<file path="src/rtl/queue_arbiter.sv">
// Two-requester round-robin arbiter that sequences push/pop/write/peek commands into
// the queue block, tracks occupancy and returns pop/peek data.
module queue_arbiter #(
  parameter int         DEPTH    = 8,
  parameter logic [1:0] OP_WRITE = 2'b00,
  parameter logic [1:0] OP_IDLE  = 2'b01,
  parameter logic [1:0] OP_PUSH  = 2'b10,
  parameter logic [1:0] OP_POP   = 2'b11
) (
  input  logic            clk,
  input  logic            rst,
  input  logic [1:0]      req_valid,
  input  logic [1:0][1:0] req_op,
  input  logic [1:0][7:0] req_data,
  input  logic [1:0][2:0] req_pos,
  output logic [1:0]      req_ready,
  output logic            resp_valid,
  output logic            resp_id,
  output logic [15:0]     resp_data,
  output logic [1:0]      q_opcode,
  output logic [7:0]      q_back,
  output logic [2:0]      q_pos_back,
  input  logic [15:0]     q_top_conc,
  output logic [3:0]      count,
  output logic            full,
  output logic            empty
);

  // state  | meaning
  // IDLE   | arbitrate; winner's command is registered toward the queue
  // ISSUE  | queue executes the registered command at the closing edge
  typedef enum logic {S_IDLE, S_ISSUE} state_t;

  localparam logic [1:0] REQ_WRITE = 2'b00;
  localparam logic [1:0] REQ_PUSH  = 2'b01;
  localparam logic [1:0] REQ_POP   = 2'b10;
  localparam logic [1:0] REQ_PEEK  = 2'b11;

  state_t     state, state_nxt;
  logic [1:0] elig;
  logic       winner;
  logic       accept;
  logic       rr;
  logic       cmd_id;
  logic [1:0] cmd_op;

  function automatic logic [1:0] to_qop(input logic [1:0] op);
    case (op)
      REQ_WRITE: return OP_WRITE;
      REQ_PUSH:  return OP_PUSH;
      REQ_POP:   return OP_POP;
      default:   return OP_IDLE;
    endcase
  endfunction

  assign full  = (count == 4'(DEPTH));
  assign empty = (count == 4'd0);

  always_comb begin
    elig = '0;
    for (int i = 0; i < 2; i++) begin
      case (req_op[i])
        REQ_PUSH:         elig[i] = req_valid[i] && !full;
        REQ_POP, REQ_PEEK: elig[i] = req_valid[i] && !empty;
        default:          elig[i] = req_valid[i];
      endcase
    end
    winner = (elig == 2'b11) ? rr : elig[1];
  end

  always_ff @(posedge clk or posedge rst) begin
    if (rst) state <= S_IDLE;
    else     state <= state_nxt;
  end

  always_comb begin
    state_nxt = state;
    case (state)
      S_IDLE:  if (|elig) state_nxt = S_ISSUE;
      S_ISSUE: state_nxt = S_IDLE;
      default: state_nxt = S_IDLE;
    endcase
  end

  always_comb begin
    req_ready = '0;
    accept    = (state == S_IDLE) && (|elig);
    if (accept) req_ready[winner] = 1'b1;
  end

  always_ff @(posedge clk or posedge rst) begin
    if (rst) begin
      q_opcode   <= OP_IDLE;
      q_back     <= '0;
      q_pos_back <= '0;
      count      <= '0;
      resp_valid <= 1'b0;
      resp_id    <= 1'b0;
      resp_data  <= '0;
      rr         <= 1'b0;
      cmd_id     <= 1'b0;
      cmd_op     <= REQ_PEEK;
    end else begin
      resp_valid <= 1'b0;
      if (accept) begin
        q_opcode   <= to_qop(req_op[winner]);
        q_back     <= req_data[winner];
        q_pos_back <= req_pos[winner];
        cmd_op     <= req_op[winner];
        cmd_id     <= winner;
        rr         <= ~winner;
      end else if (state == S_ISSUE) begin
        q_opcode <= OP_IDLE;
        if (cmd_op == REQ_PUSH && count != 4'(DEPTH)) count <= count + 4'd1;
        if (cmd_op == REQ_POP && count != 4'd0)       count <= count - 4'd1;
        // response carries the front as seen before the pop takes effect
        if (cmd_op == REQ_POP || cmd_op == REQ_PEEK) begin
          resp_valid <= 1'b1;
          resp_id    <= cmd_id;
          resp_data  <= q_top_conc;
        end
      end
    end
  end

endmodule

</file>
<file path="config.mk">
export PLATFORM = sky130hd
export DESIGN_NAME = queue_arbiter
export DESIGN_NICKNAME = d
export VERILOG_FILES = /design/src/rtl/queue_arbiter.sv
export SDC_FILE = /design/constraint.sdc
export NUM_CORES = 1
export LEC_CHECK = 0
export CAP_MARGIN = 40
export CORE_MARGIN = 8
export CORE_UTILIZATION = 45
export DETAILED_ROUTE_END_ITERATION = 7
export PLACE_DENSITY_LB_ADDON = 0.3
export SYNTH_ARGS = -nofsm -noshare
export SYNTH_HDL_FRONTEND = slang
export SYNTH_SLANG_ARGS = --single-unit
</file>
<file path="constraint.sdc">
create_clock -name clk -period 4.6 [get_ports clk]
set_clock_uncertainty 0.2 [all_clocks]
set_input_delay 0.92 -clock clk [delete_from_list [all_inputs] [get_ports clk]]
set_output_delay 0.92 -clock clk [all_outputs]
set_load 0.01 [all_outputs]
</file>
==> flow_metrics.env <==
export IMPL_io_pins=85
export IMPL_grt_overflow_total=0
export IMPL_die_width_um=82.1
export IMPL_clock_latency_ns=0.30
export IMPL_die_height_um=82.1
export IMPL_yosys_area_top_type="dfrtp_1"
export IMPL_combinational_power_share_pct=52.5
export IMPL_yosysWarnings=0
export IMPL_power_switching_mw=0.743
export IMPL_filler_cell_count=360
export IMPL_setup_total_negative_slack_ns=0
export IMPL_clock_power_share_pct=14.4
export IMPL_timing_max_slew_rel_slack_pct=44.3
export IMPL_r2r_end="count[3]"
export IMPL_p_seq_share_pct=33.1
export IMPL_maxCapViolations=0
export IMPL_design_die_area_mm2=0.00675
export IMPL_worstPathMaxFanout=13
export IMPL_synthTopCellsByArea="dfrtp_1 (47%), mux2_2 (9.2%), nor2b_1 (4.5%)"
export IMPL_drt_iter0_markers=102
export IMPL_cts_hold_repair_buffers=0
export IMPL_p_sw_share_pct=35.8
export IMPL_io_buffers=84
export IMPL_reg_clk_slew_reported_paths_ns=0.08
export IMPL_root_cell_of_the_clock_tree="clkbuf_8"
export IMPL_setup_viol=0
export IMPL_vias=1579
export IMPL_worst_ep_required_ns=3.48
export IMPL_grt_antenna_before_repair=0
export IMPL_final_max_slew_viol_count=0
export IMPL_detailedPlacementHpwl_um=3840
export IMPL_seq_total_area_yosys_pct=51.0
export IMPL_detail_route_drc_violations=0
export IMPL_max_slew_worst_pin_slew_ns=0.834
export IMPL_timing_hold_worst_endpoint="resp_data[14]"
export IMPL_min_path_cells=1
export IMPL_fmax_mhz=235
export IMPL_path_category_of_the_worst_min_delay_check="flip-flop to flip-flop"
export IMPL_avgSynthCellArea_um2=12.1
export IMPL_grt_start_max_net_pins=21
export IMPL_cts_num_sinks=40
export IMPL_yosys_register_bits=40
export IMPL_final_min_period_over_clock_period_pct=92.7
export IMPL_timing_final_crit_period_ns=4.26
export IMPL_synth_enable_flop_cells=0
export IMPL_yosysUniqueCellTypes=46
export IMPL_regToRegStartpoint="count[3]"
export IMPL_grt_first_pass_wirelength_um=8270
export IMPL_cts_path_max_buffers=2
export IMPL_syn_to_final_growth_pct=50.5
export IMPL_final_common_cell="clkdlybuf4s50_1"
export IMPL_power_density_mw_per_mm2=700
export IMPL_rsz0062_at_grt="no"
export IMPL_routed_wirelength_um=5060
export IMPL_worst_setup_path_end_kind="output port"
export IMPL_cts_resized_gates=0
export IMPL_ant_nets=0
export IMPL_timing_reg2reg_setup_slack_ns=1.78
export IMPL_fin_nets=296
export IMPL_first_global_vias=1732
export IMPL_arrival_ns=3.14
export IMPL_tritoncts="yes"
export IMPL_timing_setup_critical_path_class="primary input to output port"
export IMPL_h_tree_depth=2
export IMPL_postSynthNetCount=211
export IMPL_postLayoutCoreUtil_pct=69.0
export IMPL_synth_cells=162
export IMPL_grt_total_usage_pct=16.0
export IMPL_crit_path_start_kind="primary input"
export IMPL_dr_pass1_iters=4
export IMPL_synth_async_sr_flop_share_pct=100
export IMPL_drt_vias_per_instance=5.26
export IMPL_hold_path_startpoint="resp_data[14]"
export IMPL_synth_top_area_share_pct=47.0
export IMPL_gpl_final_weighted_congestion=0.790
export IMPL_cts_post_setup_buffers_inserted=0
export IMPL_layout_cells_most_common_list="clkdlybuf4s50_1 (84), dfrtp_1 (37), mux2_2 (16)"
export IMPL_ir_drop_uv=297
export IMPL_tritoncts_num_buffers=5
export IMPL_routed_wire_length_per_instance_um=16.9
export IMPL_row_count=24
export IMPL_timing_reg2reg_worst_path_depth=7
export IMPL_antennaDiodeCount=0
export IMPL_run_status="completed"
export IMPL_drive_gt1_share_pct=15.7
export IMPL_leakage_nw=1.23
export IMPL_synth_area_mm2=0.00197
export IMPL_hold_viol_final=0
export IMPL_core_area_mm2=0.00429
export IMPL_cellInternalPower_mw=1.33
export IMPL_cp_startpoint="req_valid[1]"
export IMPL_floorplan_initialDensity_pct=45.8
export IMPL_synthFlopType="dfrtp_1"
critical path, cell delays in order:
cell and delay [ns]:
clkdlybuf4s50_1 0.57, o31a_1 0.21, a31oi_4 0.06, or3_1 0.55, nor2_8 0.24, clkdlybuf4s50_1 0.58
registers in the layout, summed over array words and instances, names as in the netlist:
signal / cells
state: 1
q_opcode: 2
q_pos_back: 3
resp_valid: 1
count: 4
resp_data: 16
q_back: 8
rr: 1
resp_id: 1
cmd_op: 2
cmd_id: 1
per-stage QoR:
stage	area [um^2]	cells	power [mW]	setup WS [ns]	hold WS (ns)
after floorplan	1970	162	1.31	1.57	0.303
after global placement	2820	291	1.76	0.370	0.279
after detailed placement	2850	292	1.79	0.349	0.291
after CTS	2960	300	2.09	0.340	0.312
after global routing	2960	300	2.23	0.232	0.333
final	2960	300	2.07	0.338	0.308
worst max path at each step:
stage,endpoint,cells past startpoint
floorplan,req_ready[1],6
global placement,req_ready[1],6
detailed placement,req_ready[1],6
CTS,req_ready[1],6
global route,req_ready[1],6
finish,req_ready[1],6
metal layers:
layer,part of all wire [%],global-route usage (%)
met1,41,19.5
met2,48,24.5
met3,10,7.36
met4,1.2,5.44
met5,0,0
power by group through the flow:
stage | Sequential [mW] | Clock (mW) | Combinational, mW
2_1_floorplan | 0.714 | 0 | 0.601
3_3_place_gp | 0.681 | 0 | 1.08
3_5_place_dp | 0.690 | 0 | 1.10
4_1_cts | 0.686 | 0.303 | 1.10
5_1_grt | 0.718 | 0.319 | 1.19
6_report | 0.686 | 0.298 | 1.09
cells in the mapped netlist, types with 2 or more instances:
cell,n
buf_2,2
nor4b_1,2
o31a_1,2
nor2b_1,14
nand2b_1,4
a31oi_1,2
or3_1,2
nor3_1,2
a21oi_1,5
a221o_2,3
nor2_1,4
dfstp_2,3
clkbuf_1,3
inv_1,7
buf_6,3
nand3b_1,2
dfrtp_1,37
xor2_1,2
and2_1,3
and3_1,2
o21ai_0,3
nand2_1,7
ha_1,2
a221o_1,8
mux2_2,16
xnor2_1,2
cells by family (layout without fill, tap and decap cells):
| family | count (synthesis) | count (layout) | share of synthesized area (%) |
|---|---|---|---|
| and+or+nand+nor | 48 | 48 | 15.4 |
| xor gates and xnor gates | 4 | 4 | 1.78 |
| buffers and inverters | 16 | 102 | 4.89 |
| AOI/OAI and AO/OA | 34 | 34 | 14.9 |
| DFF | 40 | 40 | 51.0 |
| adders and majority gates | 3 | 3 | 2.29 |
| muxes | 17 | 17 | 9.66 |
layout make-up:
cell class | count | area, um^2 | area share [%]
repair buffers | 87 | 883 | 29.8
clock inverters | 3 | 46.3 | 1.56
multi-input cells | 106 | 867 | 29.3
flip-flops and latches | 40 | 1000 | 33.9
well taps | 52 | 65.1 | 2.20
clock buffers | 5 | 68.8 | 2.32
inverters | 7 | 26.3 | 0.887
(Power assumes the default switching activity.)
==> RTL change, RTL diff (same flow settings) <==
Register the output `count` once more, with the module's reset; this adds one clock of latency there. The other outputs are not delayed to match.
--- a/src/rtl/queue_arbiter.sv
+++ b/src/rtl/queue_arbiter.sv
@@ -37,4 +37,6 @@
   localparam logic [1:0] REQ_PEEK  = 2'b11;
 
+  logic [3:0] count_s0;
+
   state_t     state, state_nxt;
   logic [1:0] elig;
@@ -54,6 +56,6 @@
   endfunction
 
-  assign full  = (count == 4'(DEPTH));
-  assign empty = (count == 4'd0);
+  assign full  = (count_s0 == 4'(DEPTH));
+  assign empty = (count_s0 == 4'd0);
 
   always_comb begin
@@ -94,5 +96,5 @@
       q_back     <= '0;
       q_pos_back <= '0;
-      count      <= '0;
+      count_s0   <= '0;
       resp_valid <= 1'b0;
       resp_id    <= 1'b0;
@@ -112,6 +114,6 @@
       end else if (state == S_ISSUE) begin
         q_opcode <= OP_IDLE;
-        if (cmd_op == REQ_PUSH && count != 4'(DEPTH)) count <= count + 4'd1;
-        if (cmd_op == REQ_POP && count != 4'd0)       count <= count - 4'd1;
+        if (cmd_op == REQ_PUSH && count_s0 != 4'(DEPTH)) count_s0 <= count_s0 + 4'd1;
+        if (cmd_op == REQ_POP && count_s0 != 4'd0)       count_s0 <= count_s0 - 4'd1;
         // response carries the front as seen before the pop takes effect
         if (cmd_op == REQ_POP || cmd_op == REQ_PEEK) begin
@@ -124,4 +126,12 @@
   end
 
+  always_ff @(posedge clk or posedge rst) begin
+    if (rst) begin
+      count <= '0;
+    end else begin
+      count <= count_s0;
+    end
+  end
+
 endmodule
 
Check against the original RTL: not equivalent (Yosys sat finds a counterexample within 4 cycles, from zero or initial values and one cycle with rst high).
==> RTL change against the unedited design <==
- via count fell by 0.95%
- synthesized area increased by 5.0%
- critical path depth stayed put
- wire length shrank 3.7%
- sequential cell count rose by 4
- total power shrank 1.1%
- cell area rose by 1.9%
- worst setup slack improved by 280 ps
- synthesized cell count increased by 1.2%
==> RTL change: results (changes against the unedited design) <==
* Maximum vdd drop at 0.324 mV (+9.1%)
* Starting DRT DRC Count at 110 (+7.8%)
* Vias in the first global route at 1714 (-1.0%)
* Share of cells above drive strength 1 at 0.151 (-0.00586)
* CP arrival at 2860 ps (-280 ps)
* WHS Endpoint: resp_id
* Synth Net Count at 213 (+0.95%)
* Routed length per instance at 16.1 um (-4.6%)
* Filler Cell Count at 333 (-7.5%)
* Via count at 1564 (-0.95%)
* DPL Wire Length at 3710 um (-3.4%)
* Top Registers: resp_data x16, q_back x8
* Primary FF master, synth: dfrtp_1
* Most frequent cells after synthesis: 41 x dfrtp_1, 16 x mux2_2, 14 x nor2b_1
* Static Leakage at 0.00124 uW (+0.93%)
* Outcome: finished clean
* RePlAce Congestion at 0.869 (+10%)
* Crit. Startpoint: req_op[1]
* Largest cells by area after synthesis: dfrtp_1 50%, mux2_2 8.7%, a221o_1 5.3%, nor2b_1 4.2%, dfstp_2 3.8%
* Port bufs at 84 (unchanged)
* Hold path startpoint: resp_id
* Post-synth ARST share at 1.00 (unchanged)
* Dpl cell area at 2930 um^2 (+3.0%)
* Relative slew slack at 0.502 (+0.0596)
* Sequential area share after synthesis at 0.535 (+0.0243)
* Hold crit path type: reg2reg
* Hold path depth at 2 (+1)
* First-pass GRT wire length at 8450 um (+2.3%)
* Reg-to-Reg Start: count_s0[3]
* Drt pass-1 iters at 4 (unchanged)
* Largest net degree at the start of global routing at 45 (+110%)
* Netlist cell types at 42 (-8.7%)
* All-layer global routing usage at 0.147 (-0.0127)
* Total Nets Final at 299 (+1.0%)
* Worst R2R End: count_s0[3]
* Hold_ws at 287 ps (-21.5 ps)
* Initial antenna violation count at 0 (unchanged)
* R2R Setup Slk at 1800 ps (+20 ps)
* Antenna fix cells at 0 (unchanged)
* CP endpoint: req_ready[1]
* CP Max Fanout at 6 (-7)
-- RTL change: logic make-up (layout without fill, tap and decap cells) --
kind of cell,after synthesis,count (layout),synth area share
DFF,44,44,0.535
and+or+nand+nor,42,42,0.126
AOI/OAI and AO/OA,38,38,0.164
muxes,17,17,0.0921
buffers and inverters,16,103,0.0448
xor gates and xnor gates,4,4,0.0170
adders and majority gates,3,3,0.0218
-- RTL change: area by class of cell --
| cell class | count | area share |
|---|---|---|
| Tap cell | 52 | 0.0216 |
| Clock inverter | 2 | 0.00415 |
| Inverter | 8 | 0.00995 |
| Sequential cell | 44 | 0.366 |
| Multi-Input combinational cell | 104 | 0.288 |
| Timing Repair Buffer | 87 | 0.286 |
| Clock buffer | 6 | 0.0241 |
-- RTL change: where the power goes --
group	internal (uW)	switching, uW	leakage, uW
sequential	592	140	0.000523
clock	106	128	0.0000412
combinational	623	459	0.000676
-- RTL change: critical path, cell delays in order --
cell and delay (ps):
clkdlybuf4s50_1 520, nand3b_1 280, a21bo_2 250, a21o_4 240, nor2_4 80, clkdlybuf4s50_1 560
-- RTL change: metal layers --
layer / share of wire / global-route usage / up-vias
met5: 0 / 0 / -
met4: 0.013 / 0.0471 / 0
met3: 0.094 / 0.0762 / 6
met2: 0.48 / 0.229 / 61
met1: 0.41 / 0.170 / 734
li1: - / - / 763
-- RTL change: metrics by stage --
step	setup WS, ps	utilization	cells
floorplan	1650	-	164
global placement	660	0.669	295
detailed placement	624	0.669	295
CTS	613	0.688	303
global route	524	0.688	303
finish	621	0.688	303
